## src/rtl/outbuf_vc_if.sv

```systemverilog
// Flit link bundle around the per-VC output buffer: mux-side write port, full flags,
// registered output link and returning credits.
interface outbuf_vc_if #(
  parameter int DATA_W = 66,
  parameter int VCH_W  = 1
);
  localparam int NVC = 2**VCH_W;

  logic [DATA_W-1:0] idata;
  logic              ivalid;
  logic [VCH_W-1:0]  ivch;
  logic [NVC-1:0]    ifull;
  logic [DATA_W-1:0] odata;
  logic              ovalid;
  logic [VCH_W-1:0]  ovch;
  logic [NVC-1:0]    icredit;

  modport master (
    output idata, ivalid, ivch, icredit,
    input  ifull, odata, ovalid, ovch
  );

  modport slave (
    input  idata, ivalid, ivch, icredit,
    output ifull, odata, ovalid, ovch
  );
endinterface

```

## src/rtl/outbuf_vc.sv

```systemverilog
// Per-VC output buffer: one FIFO per VC, round-robin arbiter, credit-gated registered link.
// Defining OUTBUF_PKT_LOCK_EN adds a wormhole lock (HEAD locks the arbiter to its VC until TAIL).
module outbuf_vc #(
  parameter int DATA_W   = 66,
  parameter int VCH_W    = 1,
  parameter int DEPTH    = 4,
  parameter int CRED_MAX = 4
) (
  input  logic       clk,
  input  logic       rst_,
  outbuf_vc_if.slave link,
  output logic       oerr
);
  localparam int NVC    = 2**VCH_W;
  localparam int PTR_W  = $clog2(DEPTH);
  localparam int CNT_W  = PTR_W + 1;
  localparam int CRED_W = $clog2(CRED_MAX + 1);

  logic [DATA_W-1:0] mem    [NVC][DEPTH];
  logic [PTR_W-1:0]  wr_ptr [NVC];
  logic [PTR_W-1:0]  rd_ptr [NVC];
  logic [CNT_W-1:0]  count  [NVC];
  logic [CRED_W-1:0] credit [NVC];
  logic [VCH_W-1:0]  rr_ptr;

  logic [NVC-1:0]    full, elig, wr_sel, rd_sel, cr_inc, cr_err;
  logic              drop, grant;
  logic [VCH_W-1:0]  win, cand;
  logic [DATA_W-1:0] head_flit;

`ifdef OUTBUF_PKT_LOCK_EN
  // state    | meaning
  // UNLOCKED | per-flit round-robin among eligible VCs
  // LOCKED   | a packet is in flight on lock_vc; only lock_vc may be granted
  typedef enum logic {UNLOCKED, LOCKED} lock_t;
  localparam logic [1:0] TYPE_HEAD = 2'b01;
  localparam logic [1:0] TYPE_TAIL = 2'b11;

  lock_t            lock_state, lock_next;
  logic [VCH_W-1:0] lock_vc, lock_vc_next;
`endif

  always_comb begin
    full = '0;
    elig = '0;
    for (int v = 0; v < NVC; v++) begin
      full[v] = (count[v] == CNT_W'(DEPTH));
      elig[v] = (count[v] != '0) && (credit[v] != '0);
    end
  end

  assign link.ifull = full;
  assign drop       = link.ivalid && full[link.ivch];

  always_comb begin
    grant = 1'b0;
    win   = '0;
    cand  = '0;
`ifdef OUTBUF_PKT_LOCK_EN
    if (lock_state == LOCKED) begin
      grant = elig[lock_vc];
      win   = lock_vc;
    end else begin
`endif
      for (int i = 0; i < NVC; i++) begin
        cand = rr_ptr + VCH_W'(i);
        if (!grant && elig[cand]) begin
          grant = 1'b1;
          win   = cand;
        end
      end
`ifdef OUTBUF_PKT_LOCK_EN
    end
`endif
    head_flit = mem[win][rd_ptr[win]];
  end

`ifdef OUTBUF_PKT_LOCK_EN
  always_comb begin
    lock_next    = lock_state;
    lock_vc_next = lock_vc;
    if (grant) begin
      if (head_flit[DATA_W-1 -: 2] == TYPE_HEAD) begin
        lock_next    = LOCKED;
        lock_vc_next = win;
      end else if (head_flit[DATA_W-1 -: 2] == TYPE_TAIL) begin
        lock_next = UNLOCKED;
      end
    end
  end

  always_ff @(posedge clk or negedge rst_) begin
    if (!rst_) begin
      lock_state <= UNLOCKED;
      lock_vc    <= '0;
    end else begin
      lock_state <= lock_next;
      lock_vc    <= lock_vc_next;
    end
  end
`endif

  // A same-cycle send absorbs the returning credit; a credit at CRED_MAX is an error.
  always_comb begin
    wr_sel = '0;
    rd_sel = '0;
    cr_inc = '0;
    cr_err = '0;
    for (int v = 0; v < NVC; v++) begin
      wr_sel[v] = link.ivalid && (link.ivch == VCH_W'(v)) && !full[v];
      rd_sel[v] = grant && (win == VCH_W'(v));
      cr_inc[v] = link.icredit[v] && !rd_sel[v] && (credit[v] != CRED_W'(CRED_MAX));
      cr_err[v] = link.icredit[v] && !rd_sel[v] && (credit[v] == CRED_W'(CRED_MAX));
    end
  end

  always_ff @(posedge clk) begin
    for (int v = 0; v < NVC; v++) begin
      if (wr_sel[v]) mem[v][wr_ptr[v]] <= link.idata;
    end
  end

  always_ff @(posedge clk or negedge rst_) begin
    if (!rst_) begin
      for (int v = 0; v < NVC; v++) begin
        wr_ptr[v] <= '0;
        rd_ptr[v] <= '0;
        count[v]  <= '0;
        credit[v] <= CRED_W'(CRED_MAX);
      end
      rr_ptr      <= '0;
      link.odata  <= '0;
      link.ovalid <= 1'b0;
      link.ovch   <= '0;
      oerr        <= 1'b0;
    end else begin
      for (int v = 0; v < NVC; v++) begin
        wr_ptr[v] <= wr_ptr[v] + PTR_W'(wr_sel[v]);
        rd_ptr[v] <= rd_ptr[v] + PTR_W'(rd_sel[v]);
        count[v]  <= count[v] + CNT_W'(wr_sel[v]) - CNT_W'(rd_sel[v]);
        if (rd_sel[v] && !link.icredit[v]) credit[v] <= credit[v] - CRED_W'(1);
        else if (cr_inc[v])                credit[v] <= credit[v] + CRED_W'(1);
      end
      link.ovalid <= grant;
      if (grant) begin
        link.odata <= head_flit;
        link.ovch  <= win;
        rr_ptr     <= win + VCH_W'(1);
      end
      oerr <= oerr | drop | (|cr_err);
    end
  end
endmodule
```

## src/flat_wrapper.sv

```systemverilog
// flat-port wrapper written by rule: the top's interface ports become plain ports
module outbuf_vc_flat 
#(
  parameter int DATA_W   = 66,
  parameter int VCH_W    = 1,
  parameter int DEPTH    = 4,
  parameter int CRED_MAX = 4
)
  (clk, rst_, oerr, link_idata, link_ivalid, link_ivch, link_icredit, link_ifull, link_odata, link_ovalid, link_ovch);
  outbuf_vc_if #(.DATA_W(DATA_W), .VCH_W(VCH_W)) link_i ();
  input  logic clk;
  input  logic rst_;
  output logic oerr;
  input wire logic [$bits(link_i.idata)-1:0] link_idata;
  input wire logic [$bits(link_i.ivalid)-1:0] link_ivalid;
  input wire logic [$bits(link_i.ivch)-1:0] link_ivch;
  input wire logic [$bits(link_i.icredit)-1:0] link_icredit;
  output wire logic [$bits(link_i.ifull)-1:0] link_ifull;
  output wire logic [$bits(link_i.odata)-1:0] link_odata;
  output wire logic [$bits(link_i.ovalid)-1:0] link_ovalid;
  output wire logic [$bits(link_i.ovch)-1:0] link_ovch;
  assign link_i.idata = link_idata;
  assign link_i.ivalid = link_ivalid;
  assign link_i.ivch = link_ivch;
  assign link_i.icredit = link_icredit;
  assign link_ifull = link_i.ifull;
  assign link_odata = link_i.odata;
  assign link_ovalid = link_i.ovalid;
  assign link_ovch = link_i.ovch;
  outbuf_vc #(.DATA_W(DATA_W), .VCH_W(VCH_W), .DEPTH(DEPTH), .CRED_MAX(CRED_MAX)) u_core (.clk(clk), .rst_(rst_), .link(link_i), .oerr(oerr));
endmodule
```

## config.mk

```make
export PLATFORM = sky130hd
export DESIGN_NAME = outbuf_vc_flat
export DESIGN_NICKNAME = d
export VERILOG_FILES = /design/src/rtl/outbuf_vc_if.sv /design/src/rtl/outbuf_vc.sv /design/src/flat_wrapper.sv
export SDC_FILE = /design/constraint.sdc
export NUM_CORES = 1
export LEC_CHECK = 0
export CAP_MARGIN = 30
export CORE_AREA = 4 4 289 291
export CTS_CLUSTER_SIZE = 40
export DETAILED_ROUTE_END_ITERATION = 12
export DIE_AREA = 0 0 293 295
export PLACE_DENSITY_LB_ADDON = 0.12
export SLEW_MARGIN = 25
export SYNTH_ARGS = -nofsm -noshare
export SYNTH_HDL_FRONTEND = slang
export SYNTH_SLANG_ARGS = --single-unit
```

## constraint.sdc

```tcl
create_clock -name clk -period 20.1 [get_ports clk]
set_input_delay 2.01 -clock clk [delete_from_list [all_inputs] [get_ports clk]]
set_output_delay 2.01 -clock clk [all_outputs]
set_load 0.02 [all_outputs]
```

# --- Yosys cells after proc, flatten, opt, wreduce, memory -nomap -nowiden ---
# Memory sizes are Yosys's and may differ from the RTL's.
# Cells that the tools add are included.
word_totals:
  regBits: 90
  ramBits: 528
  input_bits: 72
  out_inout_bits: 71
  elab_cells: 117
  n_memories: 1
memory_table:
  columns: ["memory", "words", "width", "rd", "rd_clocked_by_memory_dff", "write_ports", "line", "rtl"]
  rows:
  - ["u_core.mem", 2, 264, 1, 0, 1, "outbuf_vc.sv:19", "logic [DATA_W-1:0] mem [NVC][DEPTH];"]
classes:
  addsub: 14
  order_cmp: 9
  eq_ne: 6
  muxes: 31
  n_bitwise: 8
  n_reduce_logical: 35
op_table:
  columns: ["cell", "n"]
  rows:
  - ["264-bit 2-to-1 mux", 4]
  - ["66-bit demux with 2-bit select", 2]
  - ["66-bit 2-to-1 mux", 4]
  - ["264-bit OR reduction", 1]
  - ["66-bit binary-select mux with 2-bit select", 1]
  - ["1-bit logical AND", 20]
  - ["1-bit 2-to-1 mux", 13]
  - ["3-bit == test (second input constant)", 4]
  - ["3-bit 2-to-1 mux", 4]
  - ["3-bit nonzero test", 4]
  - ["3-bit >= comparator (second input constant)", 3]
  - ["2-bit NOT with 3-bit output", 3]
  - ["2-bit by 1-bit adder with 2-bit output", 4]
  - ["1-bit logical NOT", 7]
  - ["3-bit by 1-bit adder with 3-bit output", 2]
  - ["3-bit by 1-bit adder with 3-bit output (second input constant)", 2]
  - ["1-bit by 2-bit < comparator with 1-bit output (second input constant)", 3]
  - ["3-bit by 1-bit < comparator with 1-bit output (second input constant)", 2]
  - ["2-bit 2-to-1 mux", 3]
  - ["3-bit inequality test (second input constant)", 2]
  - ["3-bit by 1-bit subtractor with 3-bit output", 2]
  - ["3-bit by 1-bit subtractor with 3-bit output (second input constant)", 2]
  - ["2-bit nonzero test", 2]
  - ["1-bit adder (second input constant)", 2]
  - ["other kinds (5)", 7]

# --- Depth between registers and ports, before layout ---
# Gate-level depths: netlist (run 1).
depth:
  ltp_word: 16
  depth_mapped: 12
  depth_no_buf: 10

# --- Worst setup path before layout (run 1) ---
# OpenSTA, ideal clock, no wires.
synth_path:
  kind: "input to register"
  from: "input link_ivch"
  to: "memory u_core.mem[0][198] (netlist bit), enable pin"
  setup_time_ps: 586
  arrival_time_ps: 7318
  t_required_ps: 19514
  slack_ps: 12196
  path_stages: 2
  n_path_buf: 0
  path_cell_list: "nor3b_1 -> nor3b_1"
synth_via:
  elab_chain_cells: 6
  word_cells_on_any_way: 12
  classes_between: "6 x mux; 1 x bitwise; 5 x reduce/logical"
synth_lines:
  columns: ["element", "line", "rtl"]
  rows:
  - ["start, declared", "flat_wrapper.sv:16", "input wire logic [$bits(link_i.ivch)-1:0] link_ivch;"]
  - ["1-bit logical AND / 1-bit NOT (equally long branches)", "outbuf_vc.sv:110", "wr_sel[v] = link.ivalid && (link.ivch == VCH_W'(v)) && !full[v];"]
  - ["1-bit logical AND", "outbuf_vc.sv:110", null]
  - ["1-bit 2-to-1 mux / 1-bit logical AND (equally long branches)", "outbuf_vc.sv:119, outbuf_vc.sv:110", null]
  - ["264-bit 2-to-1 mux (not written as such) / 1-bit 2-to-1 mux (equally long branches)", "outbuf_vc.sv:119", "if (wr_sel[v]) mem[v][wr_ptr[v]] <= link.idata;"]
  - ["264-bit OR reduction (no source line) / 264-bit 2-to-1 mux (equally long branches)", null, null]
  - ["1-bit 2-to-1 mux (no source line) / 264-bit 2-to-1 mux (equally long branches)", null, null]
  - ["end, declared", "outbuf_vc.sv:19", null]
# Several ways; a longest one is shown, not always the timed one.

# --- Worst setup path in the final report (run 1) ---
layout_path:
  from: "input link_ivalid"
  to: "memory u_core.mem[0][70] (netlist bit), enable pin"
layout_via:
  elab_chain_cells: 6
  word_cells_on_any_way: 11
  classes_between: "6 x mux; 5 x reduce/logical"
layout_lines:
  columns: ["element", "line", "rtl"]
  rows:
  - ["start, declared", "flat_wrapper.sv:15", "input wire logic [$bits(link_i.ivalid)-1:0] link_ivalid;"]
  - ["1-bit logical AND (2 in a row)", "outbuf_vc.sv:110", null]
  - ["1-bit 2-to-1 mux", "outbuf_vc.sv:119", null]
  - ["264-bit 2-to-1 mux (not written as such)", "outbuf_vc.sv:119", null]
  - ["264-bit OR reduction (no source line)", null, null]
  - ["1-bit 2-to-1 mux (no source line) / 264-bit 2-to-1 mux (equally long branches)", null, null]
# Several ways; a longest one is shown, not always the timed one.

==> flow_results.xml, run 1 <==
<?xml version="1.0" encoding="UTF-8"?>
<metrics>
  <group name="cts">
    <metric name="clock_path_buffers" unit="">3</metric>
    <metric name="cts_made_buffers" unit="">71</metric>
    <metric name="cts_resized" unit="">0</metric>
    <metric name="cts.sinks" unit="">618</metric>
    <metric name="clk_transition_reported_paths" unit="ps">50</metric>
    <metric name="clock_insertion_delay_worst_skew" unit="ps">600</metric>
    <metric name="postCtsSetupRepairBufs" unit="">0</metric>
    <metric name="cts.root.buffer_cell" unit="">clkbuf_16</metric>
    <metric name="clock_tree.htree_level_count" unit="">3</metric>
    <metric name="holdBufCountCts" unit="">0</metric>
    <metric name="tritoncts_clock_tree" unit="">done</metric>
  </group>
  <group name="timing">
    <metric name="setup-tns-final" unit="ps">0</metric>
    <metric name="finalClockSkew" unit="ps">26.4</metric>
    <metric name="setup_viol_count_final" unit="">0</metric>
    <metric name="maxSlewHeadroom" unit="">0.360</metric>
    <metric name="number_of_pins_exceeding_their_max_slew_limit_in_the_final_report" unit="">0</metric>
    <metric name="post-route-min-period" unit="ps">4360</metric>
    <metric name="max_freq" unit="MHz">229</metric>
    <metric name="final-hold-violation-count" unit="">0</metric>
    <metric name="min_period_over_period" unit="">0.217</metric>
    <metric name="rsz0062_at_grt" unit="">false</metric>
    <metric name="worst_pin_slew" unit="ps">960</metric>
  </group>
  <group name="worst_setup_path">
    <metric name="setup.worst_path.start_class" unit="">input port</metric>
    <metric name="type_of_element_capturing_the_critical_path" unit="">register</metric>
    <metric name="worst-endpoint-required" unit="ps">20310</metric>
    <metric name="r2r-end" unit="">u_core.link.odata[42]</metric>
    <metric name="worst-path-max-fanout" unit="">46</metric>
    <metric name="timing.reg2reg.setup_slack" unit="ps">16360</metric>
    <metric name="worstPathArrival" unit="ps">4570</metric>
    <metric name="worst_r2r_path_depth" unit="">8</metric>
    <metric name="path_class" unit="">in -&gt; reg</metric>
    <metric name="worst_reg2reg_startpoint" unit="">u_core.count[4]</metric>
  </group>
  <group name="routing">
    <metric name="drt_pre_antenna_iters" unit="">5</metric>
    <metric name="antenna_left" unit="">0</metric>
    <metric name="remaining_drc_errors" unit="">0</metric>
    <metric name="route.final.wire_length" unit="mm">62.2</metric>
    <metric name="drt-initial-drc-count" unit="">773</metric>
    <metric name="routedWlPerCell" unit="µm">22.0</metric>
    <metric name="routed-via-count" unit="">13100</metric>
    <metric name="avgViaCountPerCell" unit="">4.62</metric>
  </group>
  <group name="global_route">
    <metric name="grt_first_pass_wirelength" unit="mm">92.8</metric>
    <metric name="grt_max_degree" unit="">67</metric>
    <metric name="busiest_layer" unit="">met2</metric>
    <metric name="grt_resource_usage_total" unit="">0.144</metric>
    <metric name="met1_track_demand_over_resource_in_global_routing" unit="">0.195</metric>
    <metric name="grt_pass1_vias" unit="">13900</metric>
    <metric name="grt_antenna_before_repair" unit="">8</metric>
    <metric name="grt-ovfl-total" unit="">0</metric>
    <metric name="grtUsageMet2" unit="">0.240</metric>
    <metric name="global_route.usage.met3" unit="">0.0288</metric>
  </group>
  <group name="logic_synthesis">
    <metric name="syn_area_per_cell" unit="µm²">15.6</metric>
    <metric name="synth_top_family_by_area" unit="">multiplexers</metric>
    <metric name="synth-seq-area-share" unit="">0.753</metric>
    <metric name="synth_seq_cells" unit="">618</metric>
    <metric name="synthSimpleGateAreaFrac" unit="">0.0755</metric>
    <metric name="asyncSetResetFlopFracSynth" unit="">0.146</metric>
    <metric name="synth_xor_xnor_area_share" unit="">0.00291</metric>
    <metric name="synth_edf_count" unit="">528</metric>
    <metric name="yosysUniqueCellTypes" unit="">36</metric>
    <metric name="mux_cell_area_share_after_synthesis" unit="">0.110</metric>
    <metric name="synth-compound-area-share" unit="">0.0330</metric>
    <metric name="yosys.area_share.adder" unit="">0.00749</metric>
    <metric name="yosys_most_used_dff" unit="">edfxtp_1</metric>
    <metric name="synth_nets" unit="">1625</metric>
    <metric name="post_synthesis_instance_area" unit="µm²">24000</metric>
    <metric name="ys_warn_count" unit="">0</metric>
    <metric name="cell_count_after_synthesis" unit="">1541</metric>
  </group>
  <group name="layout">
    <metric name="area_growth" unit="%">21.4</metric>
    <metric name="drive_above_1_share" unit="">0.0867</metric>
    <metric name="net_count_final" unit="">1790</metric>
    <metric name="layout_common_cells" unit="">edfxtp_1 (528), nand2_1 (338), mux2i_1 (265)</metric>
    <metric name="stdcell_area" unit="µm²">29200</metric>
    <metric name="layout.cells.most_common" unit="">edfxtp_1</metric>
    <metric name="stdcell_count" unit="">2830</metric>
  </group>
  <group name="power">
    <metric name="total_leakage_power" unit="nW">10.7</metric>
    <metric name="pwr_density_cell" unit="nW/µm²">165</metric>
    <metric name="ir_worst_vdd" unit="mV">0.0854</metric>
  </group>
  <group name="floorplanning">
    <metric name="die_width" unit="µm">293</metric>
    <metric name="die_h" unit="µm">295</metric>
    <metric name="floorplan.initialDensity" unit="">0.299</metric>
    <metric name="fp.dieArea" unit="µm²">86400</metric>
    <metric name="cell_row_count" unit="">104</metric>
    <metric name="io-pin-count" unit="">143</metric>
    <metric name="core-area" unit="µm²">80500</metric>
  </group>
  <group name="placed_design">
    <metric name="gpl.final_weighted_congestion" unit="">0.682</metric>
    <metric name="place_hpwl" unit="mm">34.9</metric>
    <metric name="count_of_input_and_output_buffers" unit="">142</metric>
    <metric name="place_inst" unit="">2689</metric>
    <metric name="placedInstanceArea" unit="µm²">26800</metric>
  </group>
  <group name="status">
    <metric name="status" unit="">complete, no violations</metric>
  </group>
  <group name="hold_path">
    <metric name="hp-start" unit="">u_core.link.ovch</metric>
    <metric name="holdPathStages" unit="">2</metric>
    <metric name="worst_hold_path_type" unit="">reg -&gt; reg</metric>
    <metric name="hold_path_end" unit="">u_core.link.ovch</metric>
  </group>
  <group name="run">
    <metric name="maxCapViolations" unit="">0</metric>
  </group>
</metrics>
-- layout make-up --
type,count,area (µm²)
fill,7560,51400
sequential,618,18100
multi-input combinational,822,5590
clock buffer,104,2040
timing repair buffer,172,1770
tap,1060,1330
clock inverter,27,241
inverter,21,81.3
antenna,6,15.0
-- power by group --
| group | switching, W | internal, W |
|---|---|---|
| clock | 0.000503 | 0.000757 |
| combinational | 0.00109 | 0.000637 |
| sequential | 0.000186 | 0.00163 |
-- per-layer routing --
| metal | routed length (µm) | share of wire |
|---|---|---|
| met5 | 13 | 0.00021 |
| met4 | 875 | 0.014 |
| met3 | 2900 | 0.047 |
| met2 | 29900 | 0.48 |
| met1 | 28600 | 0.46 |
-- per-stage QoR --
stage	utilization	hold slack (ps)	setup WS [ps]	power, W
finish	0.362	490	15740	0.00480
global route	0.362	518	15530	0.00512
global placement	0.332	482	15020	0.00358
CTS	0.361	497	15630	0.00490
floorplan	-	481	12200	0.00289
detailed placement	0.333	466	15010	0.00362
-- Yosys cell counts, types with 3 or more instances --
master | instances | area [µm²]
fa_1 | 4 | 80.1
ha_1 | 8 | 100
xnor2_1 | 4 | 35.0
a32oi_1 | 66 | 578
nand2_1 | 338 | 1270
dfrtp_1 | 88 | 2200
nor3_1 | 6 | 30.0
nor3b_1 | 5 | 37.5
o21ai_0 | 4 | 20.0
nor2_1 | 15 | 56.3
inv_1 | 19 | 71.3
buf_2 | 35 | 175
edfxtp_1 | 528 | 15900
mux2i_1 | 265 | 2650
xor2_1 | 4 | 35.0
nand3_1 | 71 | 355
clkbuf_1 | 42 | 158
a22o_1 | 3 | 26.3
buf_1 | 3 | 11.3
or3_1 | 4 | 25.0
a21oi_1 | 8 | 40.0
-- worst max-delay path by stage --
stage,start,end,slack [ps],cells after the start
floorplan,link_ivch,u_core.mem[0][198],12200,2
global placement,link_ivalid,u_core.mem[0][177],15020,5
detailed placement,link_ivalid,u_core.mem[0][171],15010,5
CTS,link_ivalid,u_core.mem[0][168],15630,5
global route,link_ivalid,u_core.mem[0][71],15530,4
finish,link_ivalid,u_core.mem[0][70],15740,4
-- worst max-delay path, stage by stage --
cell and delay, ps:
clkdlybuf4s50_1 500, nor3b_1 700, and3b_4 610, buf_4 690
-- kinds of logic after synthesis --
kind of cell	Yosys count
adders and majority gates	12
xor gates and xnor gates	8
AOI/OAI and AO/OA	92
muxes	265
buffers and inverters	101
and+or+nand+nor	445
DFF	618
-- sequential cells by signal (all words and copies together), names as in the netlist --
register,flops
u_core.oerr,1
u_core.mem,528
u_core.link.ovalid,1
u_core.link.ovch,1
u_core.wr_ptr,4
u_core.rr_ptr,1
u_core.count,6
u_core.rd_ptr,4
u_core.credit,6
u_core.link.odata,66
(Power assumes the default switching activity.)
==> run 2: changes to the inputs <==
- clock period: 20.1 -> 4.4 ns (I/O delays scaled with it)
==> run 2 against run 1 <==
  * Sequential cell count did not move
  * Sequential share of layout area fell by 0.11 points
  * Die area did not move
  * Setup slack got worse by 14000 ps
  * Clock power rose to 4.6 times the previous value
  * Via count rose by 2.1%
  * Global-route usage rose by 0.37 points
  * Total power rose to 4.6 times the previous value
  * Utilization rose by 0.067 points
  * Clock skew fell by 11 ps
  * Critical path type is now reg -> reg
==> flow_results.xml, run 2 (same netlist as run 1, synthesis figures left out) <==
<?xml version="1.0" encoding="UTF-8"?>
<metrics>
  <group name="worst_setup_path">
    <metric name="type_of_element_capturing_the_critical_path" unit="">register</metric>
    <metric name="worstPathArrival" unit="ps">3460</metric>
    <metric name="r2r-end" unit="">u_core.credit[2]</metric>
    <metric name="timing.reg2reg.setup_slack" unit="ps">1450</metric>
    <metric name="worst_r2r_path_depth" unit="">9</metric>
    <metric name="setup.worst_path.start_class" unit="">register</metric>
    <metric name="worst-endpoint-required" unit="ps">4910</metric>
    <metric name="path_class" unit="">reg -&gt; reg</metric>
    <metric name="worst_reg2reg_startpoint" unit="">u_core.count[4]</metric>
    <metric name="worst-path-max-fanout" unit="">142</metric>
  </group>
  <group name="timing">
    <metric name="finalClockSkew" unit="ps">15.0</metric>
    <metric name="holdWs" unit="ps">476</metric>
    <metric name="min_period_over_period" unit="">0.671</metric>
    <metric name="final-hold-violation-count" unit="">0</metric>
    <metric name="maxSlewHeadroom" unit="">0.360</metric>
    <metric name="max_freq" unit="MHz">339</metric>
    <metric name="setup-tns-final" unit="ps">0</metric>
    <metric name="worst_pin_slew" unit="ps">960</metric>
    <metric name="setup_viol_count_final" unit="">0</metric>
    <metric name="rsz0062_at_grt" unit="">false</metric>
    <metric name="layout_setup_ws" unit="ps">1450</metric>
    <metric name="post-route-min-period" unit="ps">2950</metric>
    <metric name="number_of_pins_exceeding_their_max_slew_limit_in_the_final_report" unit="">0</metric>
  </group>
  <group name="floorplanning">
    <metric name="fp.dieArea" unit="µm²">86400</metric>
    <metric name="cell_row_count" unit="">104</metric>
    <metric name="core-area" unit="µm²">80500</metric>
    <metric name="io-pin-count" unit="">143</metric>
    <metric name="die_width" unit="µm">293</metric>
    <metric name="die_h" unit="µm">295</metric>
    <metric name="floorplan.initialDensity" unit="">0.299</metric>
  </group>
  <group name="global_route">
    <metric name="grt_max_degree" unit="">143</metric>
    <metric name="grt_resource_usage_total" unit="">0.148</metric>
    <metric name="grt_first_pass_wirelength" unit="mm">95.0</metric>
    <metric name="grt_antenna_before_repair" unit="">1</metric>
    <metric name="grt_pass1_vias" unit="">14000</metric>
    <metric name="grt-ovfl-total" unit="">0</metric>
  </group>
  <group name="run">
    <metric name="maxCapViolations" unit="">0</metric>
  </group>
  <group name="cts">
    <metric name="cts_made_buffers" unit="">71</metric>
    <metric name="clock_insertion_delay_worst_skew" unit="ps">610</metric>
    <metric name="clock_tree.htree_level_count" unit="">3</metric>
    <metric name="tritoncts_clock_tree" unit="">done</metric>
    <metric name="clock_path_buffers" unit="">3</metric>
    <metric name="cts.sinks" unit="">618</metric>
    <metric name="cts.root.buffer_cell" unit="">clkbuf_16</metric>
    <metric name="clk_transition_reported_paths" unit="ps">60</metric>
  </group>
  <group name="routing">
    <metric name="drt_pre_antenna_iters" unit="">5</metric>
    <metric name="routedWlPerCell" unit="µm">22.7</metric>
    <metric name="routed-via-count" unit="">13300</metric>
    <metric name="route.final.wire_length" unit="mm">64.2</metric>
    <metric name="remaining_drc_errors" unit="">0</metric>
    <metric name="antenna_left" unit="">0</metric>
    <metric name="avgViaCountPerCell" unit="">4.72</metric>
    <metric name="drt-initial-drc-count" unit="">888</metric>
  </group>
  <group name="power">
    <metric name="share_comb_of_total_power" unit="">0.366</metric>
    <metric name="p_sw_frac" unit="">0.373</metric>
    <metric name="ir_worst_vdd" unit="mV">0.721</metric>
    <metric name="internal" unit="W">0.0139</metric>
    <metric name="total_leakage_power" unit="nW">10.7</metric>
    <metric name="pwr_density_cell" unit="nW/µm²">755</metric>
    <metric name="clock_power_share" unit="">0.264</metric>
    <metric name="sequentialPowerShare" unit="">0.370</metric>
    <metric name="p_switching" unit="W">0.00823</metric>
  </group>
  <group name="placed_design">
    <metric name="worst_setup_timing_slack_at_the_placement_stage" unit="ps">1420</metric>
    <metric name="place_hpwl" unit="mm">33.8</metric>
    <metric name="place_inst" unit="">2693</metric>
    <metric name="gpl.final_weighted_congestion" unit="">0.700</metric>
    <metric name="count_of_input_and_output_buffers" unit="">142</metric>
  </group>
  <group name="layout">
    <metric name="largest_register_ffs" unit="">528</metric>
    <metric name="drive_above_1_share" unit="">0.0878</metric>
    <metric name="stdcell_count" unit="">2825</metric>
    <metric name="layout.cells.most_common" unit="">edfxtp_1</metric>
    <metric name="layout_common_cells" unit="">edfxtp_1 (528), nand2_1 (338), mux2i_1 (265)</metric>
    <metric name="net_count_final" unit="">1791</metric>
    <metric name="area_growth" unit="%">21.6</metric>
    <metric name="antenna-diode-count" unit="">0</metric>
  </group>
  <group name="hold_path">
    <metric name="worst_hold_path_type" unit="">in -&gt; async</metric>
  </group>
  <group name="status">
    <metric name="status" unit="">complete, no violations</metric>
  </group>
</metrics>
-- run 2: worst max path at each step --
stage	from	end	slack, ps
2_1_floorplan	u_core.count[4]	u_core.mem[0][198]	200
3_3_place_gp	u_core.credit[5]	u_core.link.odata[18]	1500
3_5_place_dp	u_core.credit[5]	u_core.link.odata[50]	1420
4_1_cts	u_core.credit[5]	u_core.link.odata[50]	1410
5_1_grt	u_core.credit[5]	u_core.credit[1]	1170
6_report	u_core.count[4]	u_core.credit[2]	1450
-- run 2: power groups by stage --
stage	logic, W	registers, W	clock network [W]
2_1_floorplan	0.00490	0.00831	0
5_1_grt	0.00896	0.00828	0.00628
4_1_cts	0.00830	0.00819	0.00603
3_3_place_gp	0.00813	0.00828	0
3_5_place_dp	0.00828	0.00830	0
6_report	0.00809	0.00816	0.00584
-- run 2: stage by stage --
| step | total power, W | cell area, µm² | util |
|---|---|---|---|
| CTS | 0.0225 | 29200 | 0.363 |
| finish | 0.0221 | 29200 | 0.363 |
| detailed placement | 0.0166 | 26900 | 0.334 |
| global placement | 0.0164 | 26900 | 0.334 |
| global route | 0.0235 | 29200 | 0.363 |
| floorplan | 0.0132 | 24100 | - |
-- run 2: final cells by class --
type	instances	area, µm²
clock buffer	106	2020
clock inverter	25	302
fill	7523	51300
inverter	21	83.8
multi-input combinational	822	5610
sequential	618	18100
tap	1060	1330
timing repair buffer	173	1780
-- run 2: worst max-delay path: stages, from the launching register on --
cell      delay, ps
dfrtp_1         440
nor3_1          440
o311ai_4        190
buf_12          350
nor2_1          330
inv_1            90
fa_1            430
nor3b_1         220
nor3_1           80
a311oi_1        260
-- run 2: per-layer routing --
metal  share of wire  up-vias  GRT usage
met5         0.00011        -          0
li1                -     6115          -
met3           0.043       71     0.0273
met1            0.47     6896      0.205
met2            0.47      264      0.242
met4           0.015        2     0.0372
-- run 2: timing repair --
item / CTS / global route
setup buffers: 0 / 0
hold endpoints to repair: 36 / 0
setup endpoints to repair: 0 / 0
hold buffers: 1 / 0
gates resized for setup: 0 / 0
==> RTL change: new RTL, config.mk and constraints of run 2 <==
Put one more register stage on the output `oerr`, with the module's reset. The value now appears one clock later. The other outputs are not delayed to match.
--- a/src/rtl/outbuf_vc.sv
+++ b/src/rtl/outbuf_vc.sv
@@ -15,6 +15,8 @@
   localparam int PTR_W  = $clog2(DEPTH);
   localparam int CNT_W  = PTR_W + 1;
   localparam int CRED_W = $clog2(CRED_MAX + 1);
+
+  logic oerr_s0;
 
   logic [DATA_W-1:0] mem    [NVC][DEPTH];
   logic [PTR_W-1:0]  wr_ptr [NVC];
@@ -132,7 +134,7 @@
       link.odata  <= '0;
       link.ovalid <= 1'b0;
       link.ovch   <= '0;
-      oerr        <= 1'b0;
+      oerr_s0     <= 1'b0;
     end else begin
       for (int v = 0; v < NVC; v++) begin
         wr_ptr[v] <= wr_ptr[v] + PTR_W'(wr_sel[v]);
@@ -147,7 +149,15 @@
         link.ovch  <= win;
         rr_ptr     <= win + VCH_W'(1);
       end
-      oerr <= oerr | drop | (|cr_err);
+      oerr_s0 <= oerr_s0 | drop | (|cr_err);
     end
   end
+  always_ff @(posedge clk or negedge rst_) begin
+    if (!rst_) begin
+      oerr <= '0;
+    end else begin
+      oerr <= oerr_s0;
+    end
+  end
+
 endmodule
Formal check against the unedited RTL: not equivalent (a bounded check fails within 4 cycles, from zero or initial values and one cycle with rst_ low).
==> RTL change against run 2 <==
Critical path depth fell by 2; synthesized area grew 0.10%; power shrank 1.7%; cell area fell by 0.40%; clock power shrank 5.1%; clock skew increased by 0.0065 ns; worst setup slack worse by 0.14 ns; sequential cell count rose by 1; routed wire length is 1.6% lower; highest routed layer unchanged.
==> RTL change: results (changes against run 2) <==
- Routed wire length on met2: 31,030 um (+2.8%)
- Via count of the first global-routing pass: 13,860 (-0.94%)
- Worst-path maximum fanout: 46 (-68%)
- Leakage power total: 10.64 nW (-0.64%)
- Number of vias after detailed routing: 13,230 (-0.91%)
- Complex-gate fraction of the synthesized area: 0.03301 (-0.00003435)
- Seq/Total Area, Yosys: 0.7534 (about the same)
- Total placed cells including tap cells: 2,690 (-0.11%)
- Detail Placement HPWL: 33,450 um (-0.99%)
- IR Drop Worst-Case VDD: 0.7826 mV (+8.6%)
- Post-placement setup slack: 1.149 ns (-0.2714 ns)
- Maximum number of pins on one net before global-route repair: 94 (-34%)
- Met1 Wirelength: 28,440 um (-6.0%)
- Outcome: completed
- Transition time of the tightest slew-check pin: 0.9385 ns (-0.02119 ns)
- Slowest stage cell on the critical path: sky130_fd_sc_hd__a22o_2
- Initial antenna violation count: 6 (+5)
- Top post-synthesis cells by count: sky130_fd_sc_hd__edfxtp_1, sky130_fd_sc_hd__nand2_1, sky130_fd_sc_hd__mux2i_1, sky130_fd_sc_hd__dfrtp_1, sky130_fd_sc_hd__nand3_1
- Source-to-sink clock delay at the later pin of the worst-skew pair: 0.59 ns (-0.02 ns)
- Fraction of layout instances using a drive strength above 1: 0.08030 (-0.007523)
- GRT met1 Usage: 0.1892 (-0.01530)
- Layout Skew: 0.02152 ns (+0.006488 ns)
- Post-layout nets: 1,787 (-0.22%)
- Met3 Usage GRT: 0.03087 (+0.003606)
- Fraction of registers with async set/reset: 0.1470 (+0.001380)
- TritonCTS Buffers: 70 (-1.4%)
- Worst Path Arrival: 3.62 ns (+0.16 ns)
- Routed wire length: 63,200 um (-1.6%)
## RTL change: cell count changes after synthesis
cell,delta
sky130_fd_sc_hd__dfrtp_1,+1
## RTL change: worst max-delay path: cells and delay by family, from the launching register on
family	cells	cell delay, ns
simple gates	3	0.70
compound gates	2	1.01
flops	1	0.44
buf+inv	2	0.86
## RTL change: kinds of logic after synthesis
kind of cell	count (synthesis)
flip-flops	619
AND/OR/NAND/NOR	445
multiplexers	265
buffers and inverters	101
AO/OA/AOI/OAI	92
adder cells (fa/ha/maj)	12
XOR/XNOR	8
## RTL change: worst paths after layout
kind / start / to / slack (ns) / depth (start not counted)
max: u_core.count[4] / u_core.link.odata[22] / 1.30 / 7
min: rst_ / u_core.link.odata[38] / 0.39 / 2
max reg2reg: u_core.count[4] / u_core.link.odata[22] / 1.30 / 7
min reg2reg: u_core.oerr_s0 / u_core.oerr / 0.39 / 0
max in group asynchronous: rst_ / u_core.rd_ptr[0] / 3.31 / 3
min in group clk: u_core.oerr_s0 / u_core.oerr / 0.39 / 0
## RTL change: report_power, final
group          switching [W]  leakage, nW  internal [W]  total, W
clock                0.00223         1.06       0.00331   0.00554
combinational        0.00504         3.73       0.00287   0.00792
sequential          0.000780         5.86       0.00746   0.00824
total                0.00805         10.6        0.0136    0.0217
## RTL change: through the flow
stage	cell area, um2	power (W)
after floorplan	24090	0.01322
after global placement	26900	0.01640
after detailed placement	26930	0.01649
after CTS	29110	0.02214
after global routing	29110	0.02310
final	29120	0.02170
## RTL change: layout make-up
cell class | count | area [um2]
multi-input cells | 822 | 5614
repair buffers | 169 | 1765
flip-flops and latches | 619 | 18150
clock buffers | 105 | 2004
fillers | 7634 | 51420
inverters | 21 | 81.33
diodes | 5 | 12.51
well taps | 1060 | 1326
clock inverters | 20 | 168.9
